## config.mk

```make
export PLATFORM = sky130hd
export DESIGN_NAME = apb_master_bridge
export DESIGN_NICKNAME = d
export VERILOG_FILES = /design/src/rtl/apb_master_bridge.sv
export SDC_FILE = /design/constraint.sdc
export NUM_CORES = 1
export LEC_CHECK = 0
export CORE_MARGIN = 2
export CORE_UTILIZATION = 35
export CTS_CLUSTER_SIZE = 16
export DETAILED_ROUTE_END_ITERATION = 6
export PLACE_DENSITY = 0.8
export SLEW_MARGIN = 25
export SYNTH_ARGS = -nofsm -noshare
export SYNTH_HDL_FRONTEND = slang
export SYNTH_SLANG_ARGS = --single-unit
```

## constraint.sdc

```tcl
create_clock -name pclk_i -period 2.2 [get_ports pclk_i]
set_clock_uncertainty 0.1 [all_clocks]
set_input_delay 0.22 -clock pclk_i [delete_from_list [all_inputs] [get_ports pclk_i]]
set_output_delay 0.22 -clock pclk_i [all_outputs]
set_load 0.01 [all_outputs]
```

## src/rtl/apb_master_bridge.sv

```systemverilog
// apb_master_bridge: turns a valid/ready request into one APB3 transfer
// (SETUP -> ACCESS) and returns a one-cycle response pulse. An ACCESS-phase
// timeout aborts transfers to hung or unmapped responders.
//
// Ports
//   pclk_i, prst_ni          clock, async active-low reset
//   req_valid_i/req_ready_o  request handshake; ready while idle
//   req_addr_i/_write_i/_wdata_i  request payload, sampled on accept
//   rsp_valid_o              one-cycle completion pulse
//   rsp_rdata_o, rsp_err_o   completion data/error, held until next completion
//   psel_o .. pwdata_o       APB requester outputs
//   prdata_i, pready_i, pslverr_i  APB responder inputs
module apb_master_bridge #(
  parameter int unsigned ADDR_WIDTH     = 12,
  parameter int unsigned DATA_WIDTH     = 32,
  parameter int unsigned TIMEOUT_CYCLES = 255
) (
  input  logic                  pclk_i,
  input  logic                  prst_ni,
  input  logic                  req_valid_i,
  output logic                  req_ready_o,
  input  logic [ADDR_WIDTH-1:0] req_addr_i,
  input  logic                  req_write_i,
  input  logic [DATA_WIDTH-1:0] req_wdata_i,
  output logic                  rsp_valid_o,
  output logic [DATA_WIDTH-1:0] rsp_rdata_o,
  output logic                  rsp_err_o,
  output logic                  psel_o,
  output logic                  penable_o,
  output logic                  pwrite_o,
  output logic [ADDR_WIDTH-1:0] paddr_o,
  output logic [DATA_WIDTH-1:0] pwdata_o,
  input  logic [DATA_WIDTH-1:0] prdata_i,
  input  logic                  pready_i,
  input  logic                  pslverr_i
);

  // A zero timeout still needs a 1-bit counter to keep the logic legal.
  localparam int unsigned CNT_W = (TIMEOUT_CYCLES == 0) ? 1 : $clog2(TIMEOUT_CYCLES + 1);
  localparam bit TIMEOUT_EN = (TIMEOUT_CYCLES != 0);
  // Abort fires on the edge where the count would reach TIMEOUT_CYCLES.
  localparam logic [CNT_W-1:0] CNT_LAST =
    CNT_W'((TIMEOUT_CYCLES == 0) ? 0 : TIMEOUT_CYCLES - 1);

  typedef enum logic [1:0] {IDLE, SETUP, ACCESS} state_e;

  state_e           state_q, state_d;
  logic [CNT_W-1:0] cnt_q, cnt_d;
  logic             done_c, abort_c;
  logic             accept_c;

  // Status decodes of the state register.
  assign req_ready_o = (state_q == IDLE);
  assign psel_o      = (state_q != IDLE);
  assign penable_o   = (state_q == ACCESS);
  assign accept_c    = req_valid_i && req_ready_o;

  // State and timeout counter registers.
  always_ff @(posedge pclk_i or negedge prst_ni) begin
    if (!prst_ni) begin
      state_q <= IDLE;
      cnt_q   <= '0;
    end else begin
      state_q <= state_d;
      cnt_q   <= cnt_d;
    end
  end

  // Next state, completion/abort decode and saturating timeout count.
  always_comb begin
    state_d = state_q;
    cnt_d   = cnt_q;
    done_c  = 1'b0;
    abort_c = 1'b0;
    case (state_q)
      IDLE: begin
        if (accept_c) state_d = SETUP;
      end
      SETUP: begin
        cnt_d   = '0;
        state_d = ACCESS;
      end
      ACCESS: begin
        if (pready_i) begin
          // pready wins over a timeout landing on the same edge
          done_c  = 1'b1;
          state_d = IDLE;
        end else if (TIMEOUT_EN && (cnt_q == CNT_LAST)) begin
          abort_c = 1'b1;
          state_d = IDLE;
        end else if (cnt_q != '1) begin
          cnt_d = cnt_q + CNT_W'(1);
        end
      end
      default: state_d = IDLE;
    endcase
  end

  // Request capture; write data is zeroed for reads so pwdata_o is clean.
  always_ff @(posedge pclk_i or negedge prst_ni) begin
    if (!prst_ni) begin
      paddr_o  <= '0;
      pwrite_o <= 1'b0;
      pwdata_o <= '0;
    end else if (accept_c) begin
      paddr_o  <= req_addr_i;
      pwrite_o <= req_write_i;
      pwdata_o <= req_write_i ? req_wdata_i : '0;
    end
  end

  // Response pulse; data and error hold until the next completion.
  always_ff @(posedge pclk_i or negedge prst_ni) begin
    if (!prst_ni) begin
      rsp_valid_o <= 1'b0;
      rsp_rdata_o <= '0;
      rsp_err_o   <= 1'b0;
    end else begin
      rsp_valid_o <= done_c || abort_c;
      if (done_c) begin
        rsp_err_o   <= pslverr_i;
        rsp_rdata_o <= pwrite_o ? '0 : prdata_i;
      end else if (abort_c) begin
        rsp_err_o   <= 1'b1;
        rsp_rdata_o <= '0;
      end
    end
  end

endmodule
```

# Word level (Yosys, flattened, before mapping)
# Cells that the tools add are included.
classes:
  add_sub_neg: 1
  mul: 0
  div_mod_pow: 0
  magnitude_cmp: 0
  n_eq_ne: 9
  shift: 0
  n_mux: 19
  bitwise: 0
  n_reduce_logical: 8
op_table:
  columns: ["op", "count"]
  rows:
  - ["$mux 32", 4]
  - ["$mux 8", 3]
  - ["$pmux 8 s2", 1]
  - ["$add 8x1->8 const B", 1]
  - ["$eq 8x8->1 const B", 1]
  - ["$ne 8x8->1 const B", 1]
  - ["$mux 1", 7]
  - ["$mux 2", 3]
  - ["$pmux 2 s3", 1]
  - ["$reduce_bool 2->1", 3]
  - ["$ne 2x1->1 const B", 2]
  - ["$ne 2x2->1 const B", 2]
  - ["$reduce_and 4->1", 1]
  - ["$ne 3x1->1 const B", 1]
  - ["$eq 2x1->1 const B", 1]
  - ["$eq 2x2->1 const B", 1]
  - ["$logic_not 2->1", 1]
  - ["$reduce_and 2->1", 1]
  - ["$logic_and 1x1->1", 1]
  - ["$logic_or 1x1->1", 1]
word_totals:
  regBits: 89
  latchBits: 0
  mem_bits_rw: 0
  mem_bits_ro: 0
  in_bits: 82
  out_inout_bits: 82
  wordCells: 45
  n_memories: 0

# Logic depth before layout (Yosys ltp)
# Gate-level depths: netlist (run 1).
logic_depth:
  depth_word: 6
  mapped_depth: 7

# Worst setup path after synthesis (run 1)
# Ideal clock, no wire load.
synth_timing:
  path_type: "register to register"
  start: "register cnt_q[0]"
  end: "register rsp_rdata_o[10]"
  setup_ps: 121
  arrival_time_ps: 1397
  slack_ps: 582
  stages_incl_launch_ff: 8
  path_buffers: 1
  cell_sequence: "dfrtp_1 > inv_1 > ha_1 > inv_1 > o31ai_4 > nand2_4 > buf_6 > a22o_1"
synth_via:
  elab_chain_len: 5
synth_lines:
  columns: ["element", "line", "source"]
  rows:
  - ["start: declaration", "48", "logic [CNT_W-1:0] cnt_q, cnt_d;"]
  - ["start signal: assignment", "65", "cnt_q <= cnt_d;"]
  - ["$eq 8x8->1", "88", "end else if (TIMEOUT_EN && (cnt_q == CNT_LAST)) begin"]
  - ["$mux 1", "88", null]
  - ["$mux 1", "84", "if (pready_i) begin"]
  - ["$mux 1", "75", "case (state_q)"]
  - ["$reduce_bool 2->1 (no source line)", null, null]
  - ["end signal: assignment", "122", "rsp_rdata_o <= pwrite_o ? '0 : prdata_i;"]
  - ["end: declaration", "26", "output logic [DATA_WIDTH-1:0] rsp_rdata_o,"]
# Every way passes these cells.
# A chain may end at the register's enable or synchronous reset.

# Final worst setup path (run 1)
layout_timing:
  start: "register state_q[1]"
  end: "output port penable_o"
layout_via:
  elab_chain_len: 1
layout_lines:
  columns: ["element", "line", "source"]
  rows:
  - ["start: declaration", "47", "state_e state_q, state_d;"]
  - ["start signal: assignment", "64", "state_q <= state_d;"]
  - ["$eq 2x2->1", "55", "assign penable_o = (state_q == ACCESS);"]
  - ["end: declaration", "29", "output logic penable_o,"]
# Every way passes these cells.

==> run_results.csv, run 1 <==
group,metric,value,unit
placed_design,port_buffers,163,
synthesis,yosysWarnings,0,
grt,grt_max_degree,52,
detailed_routing,antenna_left,0,
synthesis,syn_area,3570,um^2
floorplan,rows,36,
floorplan,die_width,105,um
placed_design,dp_hpwl,7030,um
worst_setup_path,timing.rr.end,"rsp_rdata_o[10]",
sta,timing.fmax,0.486,GHz
synthesis,seq_area_frac_synth,0.624,
sta,fin_crit,2.06,ns
grt,grt_pass1_vias,3189,
finish,nFillCells,896,
synthesis,yosys-top-cells-area,"dfrtp_1, a22o_1, nand2_1, o21ai_0, mux2_2",
worst_setup_path,rrSetupSlack,0.35,ns
placed_design,finalWeightedCongestion,0.851,
clock_network,cts_tree,"built",
placed_design,place_ws,0.309,ns
synthesis,syn-num-nets,397,
power_and_ir_drop,p_leak,0.00239,uW
grt,grt.total_usage,0.174,
detailed_routing,drt_first_pass_iters,4,
sta,setup_tns,0,ns
sta,slew_violations,0,
synthesis,synth_top_cell_by_area,"dfrtp_1",
sta,slew_headroom,0.618,
floorplan,start_util,0.363,
finish,regArea,2230,um^2
worst_setup_path,crit_arrival,1.74,ns
sta,finalHoldViolCount,0,
flow_run,cap_violations,0,
min_path,hold_path.class,"input pin to asynchronous set/reset pin",
finish,antenna_cells,0,
power_and_ir_drop,total_power,6780,uW
clock_network,cts_resized,0,
clock_network,h-tree-depth,3,
clock_network,clkTransAtPathRegs,0.09,ns
detailed_routing,wl_per_cell,15.5,um
worst_setup_path,start_kind,"flop",
clock_network,numCtsBuffers,9,
power_and_ir_drop,p_per_area,1230,nW/um^2
sta,setup_ws,0.142,ns
clock_network,cts-root-buf,"clkbuf_8",
synthesis,synth_edf_count,0,
floorplan,design.core.area,9820,um^2
clock_network,cts.path.max_buffers,2,
synthesis,synthArstFlopShare,1.00,
clock_network,cts.sinks,89,
worst_setup_path,crit_required,1.88,ns
power_and_ir_drop,peakVddDrop,0.475,mV
synthesis,ys_ff_latch,89,
floorplan,dieHeight,105,um
synthesis,synth_top_area_frac,0.624,
synthesis,avgSynthCellArea,11.4,um^2
sta,fin_crit_sh,0.935,
synthesis,synth_cells,313,
worst_setup_path,end_kind,"primary output",
finish,nNetsFinal,558,
finish,synthToLayoutAreaGrowth,54.8,%
worst_setup_path,crit_path_max_fanout,12,
grt,grt_overflow,0,
detailed_routing,avgViaCountPerCell,4.91,
sta,holdWs,0.293,ns
floorplan,io-pin-count,164,
detailed_routing,vias,3004,
worst_setup_path,rr_worst_depth,6,
finish,final_layout_size_suffix_gt1_frac,0.0939,
detailed_routing,wirelength,9470,um
detailed_routing,drtIter0Drc,87,
synthesis,synthDistinctLibCells,38,
worst_setup_path,crit_type,"flop to primary output",
grt,grt_pass1_wl,15500,um
finish,multi_input_area,1200,um^2
status,status,"completed",
detailed_routing,drc,0,
sta,rsz0062_at_grt,"no",
clock_network,post_cts_buffers,0,
grt,antenna_found_initial,0,
synthesis,synth_flop_cell,"dfrtp_1",
worst_setup_path,r2r-start,"cnt_q[0]",
floorplan,dieArea,11000,um^2
sta,worst_pin_slew,0.569,ns
clock_network,clock_latency,0.34,ns
sta,setup_viol,0,
## synthesized netlist by cell type (all sizes together), types with 3 or more instances
master  instances
clkbuf          9
nand2          74
o21ai          34
a22o           32
a21oi           6
nor3            3
mux2           13
nor2            7
dfrtp          89
inv             8
buf            10
## layout make-up
class | instances | area share
sequential | 89 | 0.403
timing repair buffer | 169 | 0.308
multi-input combinational | 197 | 0.218
tap | 133 | 0.0301
clock buffer | 10 | 0.0231
clock inverter | 6 | 0.0122
inverter | 8 | 0.00544
## metrics by stage
| stage | util | area, um^2 | cells |
|---|---|---|---|
| floorplan | - | 3570 | 313 |
| global placement | 0.542 | 5320 | 595 |
| detailed placement | 0.542 | 5320 | 595 |
| CTS | 0.563 | 5520 | 612 |
| global route | 0.563 | 5520 | 612 |
| finish | 0.563 | 5520 | 612 |
## where the power goes
group | switching [uW] | leakage, uW | internal, uW
clock | 579 | 0.0000929 | 530
combinational | 1240 | 0.00115 | 1740
sequential | 399 | 0.00115 | 2290
total | 2220 | 0.00239 | 4560
## timing repair
| action | 4_1_cts | 5_1_grt |
|---|---|---|
| hold buffers | 1 | 0 |
| setup endpoints to repair | 0 | 0 |
| hold endpoints to repair | 38 | 0 |
## routing by layer
layer,GRT usage,up-vias,routed length [um]
met5,0,-,0
met4,0.0600,0,124
met3,0.0599,11,859
li1,-,1409,-
met2,0.297,136,4690
met1,0.203,1448,3790
## logic make-up (layout without fill, tap and decap cells)
family,count (synthesis),count (layout),share of synthesized area
flip-flops,89,89,0.624
adder cells (fa/ha/maj),2,2,0.00701
buffers and inverters,27,193,0.0393
multiplexers,13,13,0.0410
AO/OA/AOI/OAI,87,87,0.173
AND/OR/NAND/NOR,95,95,0.116
## registers in the layout, summed over array words and instances, names as in the netlist
| name | cells |
|---|---|
| cnt_q | 8 |
| paddr_o | 12 |
| pwdata_o | 32 |
| pwrite_o | 1 |
| rsp_err_o | 1 |
| rsp_rdata_o | 32 |
| rsp_valid_o | 1 |
| state_q | 2 |
## how the worst max path moves through the flow
stage / start / endpoint / slack [ns] / cells after the start
2_1_floorplan: cnt_q[0] / rsp_rdata_o[10] / 0.58 / 7
3_3_place_gp: pready_i / rsp_rdata_o[18] / 0.37 / 5
3_5_place_dp: pready_i / rsp_rdata_o[10] / 0.31 / 5
4_1_cts: state_q[1] / penable_o / 0.12 / 3
5_1_grt: state_q[1] / penable_o / 0.004 / 3
6_report: state_q[1] / penable_o / 0.14 / 3
## cell usage in the layout (no fill, tap or decap), types with 3 or more instances in the layout
cell / netlist / final
a22o_1: 32 / 32
clkbuf_8: 0 / 9
mux2_2: 13 / 13
buf_4: 3 / 4
nor2_1: 5 / 5
a21oi_1: 6 / 6
nor3_1: 3 / 3
dfrtp_1: 89 / 89
o21ai_0: 34 / 34
inv_1: 6 / 6
clkdlybuf4s50_1: 0 / 162
nand2_1: 72 / 71
## worst max-delay path, stage by stage, from the launching register on
cell and delay [ns]:
dfrtp_1 0.54, nand2_1 0.13, inv_2 0.16, clkdlybuf4s50_1 0.56
(Power assumes the default switching activity.)
==> run 2: changes to the inputs <==
--- a/config.mk
+++ b/config.mk
@@ -5,6 +5,7 @@
 export SDC_FILE = /design/constraint.sdc
 export NUM_CORES = 1
 export LEC_CHECK = 0
+export CORE_ASPECT_RATIO = 2
 export CORE_MARGIN = 2
 export CORE_UTILIZATION = 35
 export CTS_CLUSTER_SIZE = 16
==> run_results.csv, run 2 (same netlist as run 1, synthesis figures left out) <==
group,metric,value,unit
clock_network,clkTransAtPathRegs,0.06,ns
power_and_ir_drop,p_leak,0.00246,uW
clock_network,cts.sinks,89,
floorplan,design.core.area,10000,um^2
power_and_ir_drop,peakVddDrop,0.705,mV
finish,nFillCells,902,
min_path,hold_path.class,"input pin to asynchronous set/reset pin",
worst_setup_path,crit_required,1.88,ns
sta,setup_tns,0,ns
worst_setup_path,crit_type,"flop to primary output",
finish,final_layout_size_suffix_gt1_frac,0.100,
floorplan,die_width,75.4,um
placed_design,port_buffers,163,
worst_setup_path,path_buf_inv,3,
finish,fin_util,0.566,
floorplan,io-pin-count,164,
worst_setup_path,slowest_delay,0.56,ns
detailed_routing,drc,0,
detailed_routing,wirelength,10200,um
placed_design,dp_cells,598,
worst_setup_path,crit_family,"buffers and inverters",
finish,synthToLayoutAreaGrowth,58.8,%
detailed_routing,avgViaCountPerCell,4.88,
placed_design,place_ws,0.356,ns
clock_network,h-tree-depth,3,
worst_setup_path,crit_path_frequent_cell,"inv_2",
finish,reg.largest.list,"pwdata_o (32), rsp_rdata_o (32), paddr_o (12)",
grt,grt_pass1_vias,3048,
worst_setup_path,slowest_stage,"clkdlybuf4s50_1",
worst_setup_path,end_kind,"primary output",
power_and_ir_drop,p_per_area,1300,nW/um^2
sta,slew_violations,0,
floorplan,dieHeight,147,um
sta,fin_crit,2.06,ns
detailed_routing,antenna_left,0,
grt,grt.total_usage,0.193,
finish,layout_commonest_cell,"clkdlybuf4s50_1",
worst_setup_path,crit_arrival,1.74,ns
worst_setup_path,start_kind,"flop",
detailed_routing,drtIter0Drc,200,
placed_design,finalWeightedCongestion,0.839,
sta,holdWs,0.302,ns
sta,fin_crit_sh,0.936,
sta,slew_headroom,0.639,
worst_setup_path,cp_cell_sequence,"inv_2 > nand2_1 > inv_2 > clkdlybuf4s50_1",
status,status,"completed",
finish,antenna_cells,0,
sta,timing.fmax,0.486,GHz
sta,setup_viol,0,
finish,regArea,2230,um^2
floorplan,start_util,0.356,
finish,final_cell_mix,"clkdlybuf4s50_1, dfrtp_1, nand2_1, o21ai_0, a22o_1",
flow_run,cap_violations,0,
floorplan,dieArea,11100,um^2
grt,antenna_found_initial,0,
worst_setup_path,crit_path_max_fanout,7,
floorplan,rows,52,
grt,grt_overflow,0,
clock_network,cts_tree,"built",
sta,rsz0062_at_grt,"no",
sta,setup_ws,0.142,ns
clock_network,cts-root-buf,"clkbuf_16",
finish,nNetsFinal,559,
finish,multi_input_area,1200,um^2
sta,worst_pin_slew,0.541,ns
clock_network,clock_latency,0.33,ns
grt,grt_pass1_wl,16000,um
finish,final_cells,615,
grt,grt_max_degree,51,
detailed_routing,vias,3001,
detailed_routing,drt_first_pass_iters,4,
detailed_routing,wl_per_cell,16.5,um
placed_design,dp_hpwl,7660,um
clock_network,cts.path.max_buffers,2,
clock_network,post_cts_buffers,0,
clock_network,numCtsBuffers,9,
sta,finalHoldViolCount,0,
==> run 2: cell count changes in the layout (fill, tap and decap cells not counted), sizes merged <==
cell	before	now
bufinv	1	2
clkinvlp	2	0
buf	6	7
inv	9	10
==> run 2: worst reg2reg max path: cells and delay by family (launching register included) <==
| kind | cells | cell delay (ns) |
|---|---|---|
| simple gates | 1 | 0.25 |
| compound gates | 2 | 0.61 |
| flops | 1 | 0.42 |
| buf+inv | 2 | 0.15 |
| fa+ha+maj | 1 | 0.17 |
==> run 2: area by class of cell <==
cell class                      count  area share
Multi-Input combinational cell    197       0.212
Tap cell                          135      0.0298
Inverter                            8     0.00530
Timing Repair Buffer              170       0.302
Sequential cell                    89       0.393
Clock inverter                      6      0.0155
Clock buffer                       10      0.0422
==> run 2: metal layers <==
metal,GRT usage,vias to the layer above,wire (um)
met5,0,-,0
met3,0.0473,32,385
li1,-,1413,-
met4,0.108,0,531
met1,0.219,1460,3640
met2,0.320,96,5620
==> run 2: path summary, 6_finish.rpt <==
kind,startpoint,end,slack [ns],cells past startpoint
hold reg to reg,pwdata_o[22],pwdata_o[22],0.38,2
setup / recovery,state_q[0],penable_o,0.14,4
hold / removal,prst_ni,pwdata_o[12],0.30,2
min in group pclk_i,req_wdata_i[22],pwdata_o[22],0.34,3
max in group asynchronous,prst_ni,state_q[1],1.01,3
setup reg to reg,cnt_q[0],rsp_rdata_o[23],0.37,6
==> run 2: power breakdown <==
part / switching (uW) / total [uW] / internal [uW] / leakage [uW]
clock: 621 / 1650 / 1030 / 0.000163
combinational: 1260 / 3000 / 1740 / 0.00115
sequential: 434 / 2740 / 2300 / 0.00115
==> run 2: through the flow <==
step	power [uW]	instance area [um^2]
after CTS	7470	5670
after global placement	5680	5330
after floorplan	3930	3570
after global routing	7800	5670
final	7390	5670
after detailed placement	5780	5330
==> run 2: timing repair <==
item	in CTS	in global routing
resized for setup	0	1
hold buffers	1	0
hold endpoints to repair	39	0
setup endpoints to repair	0	1
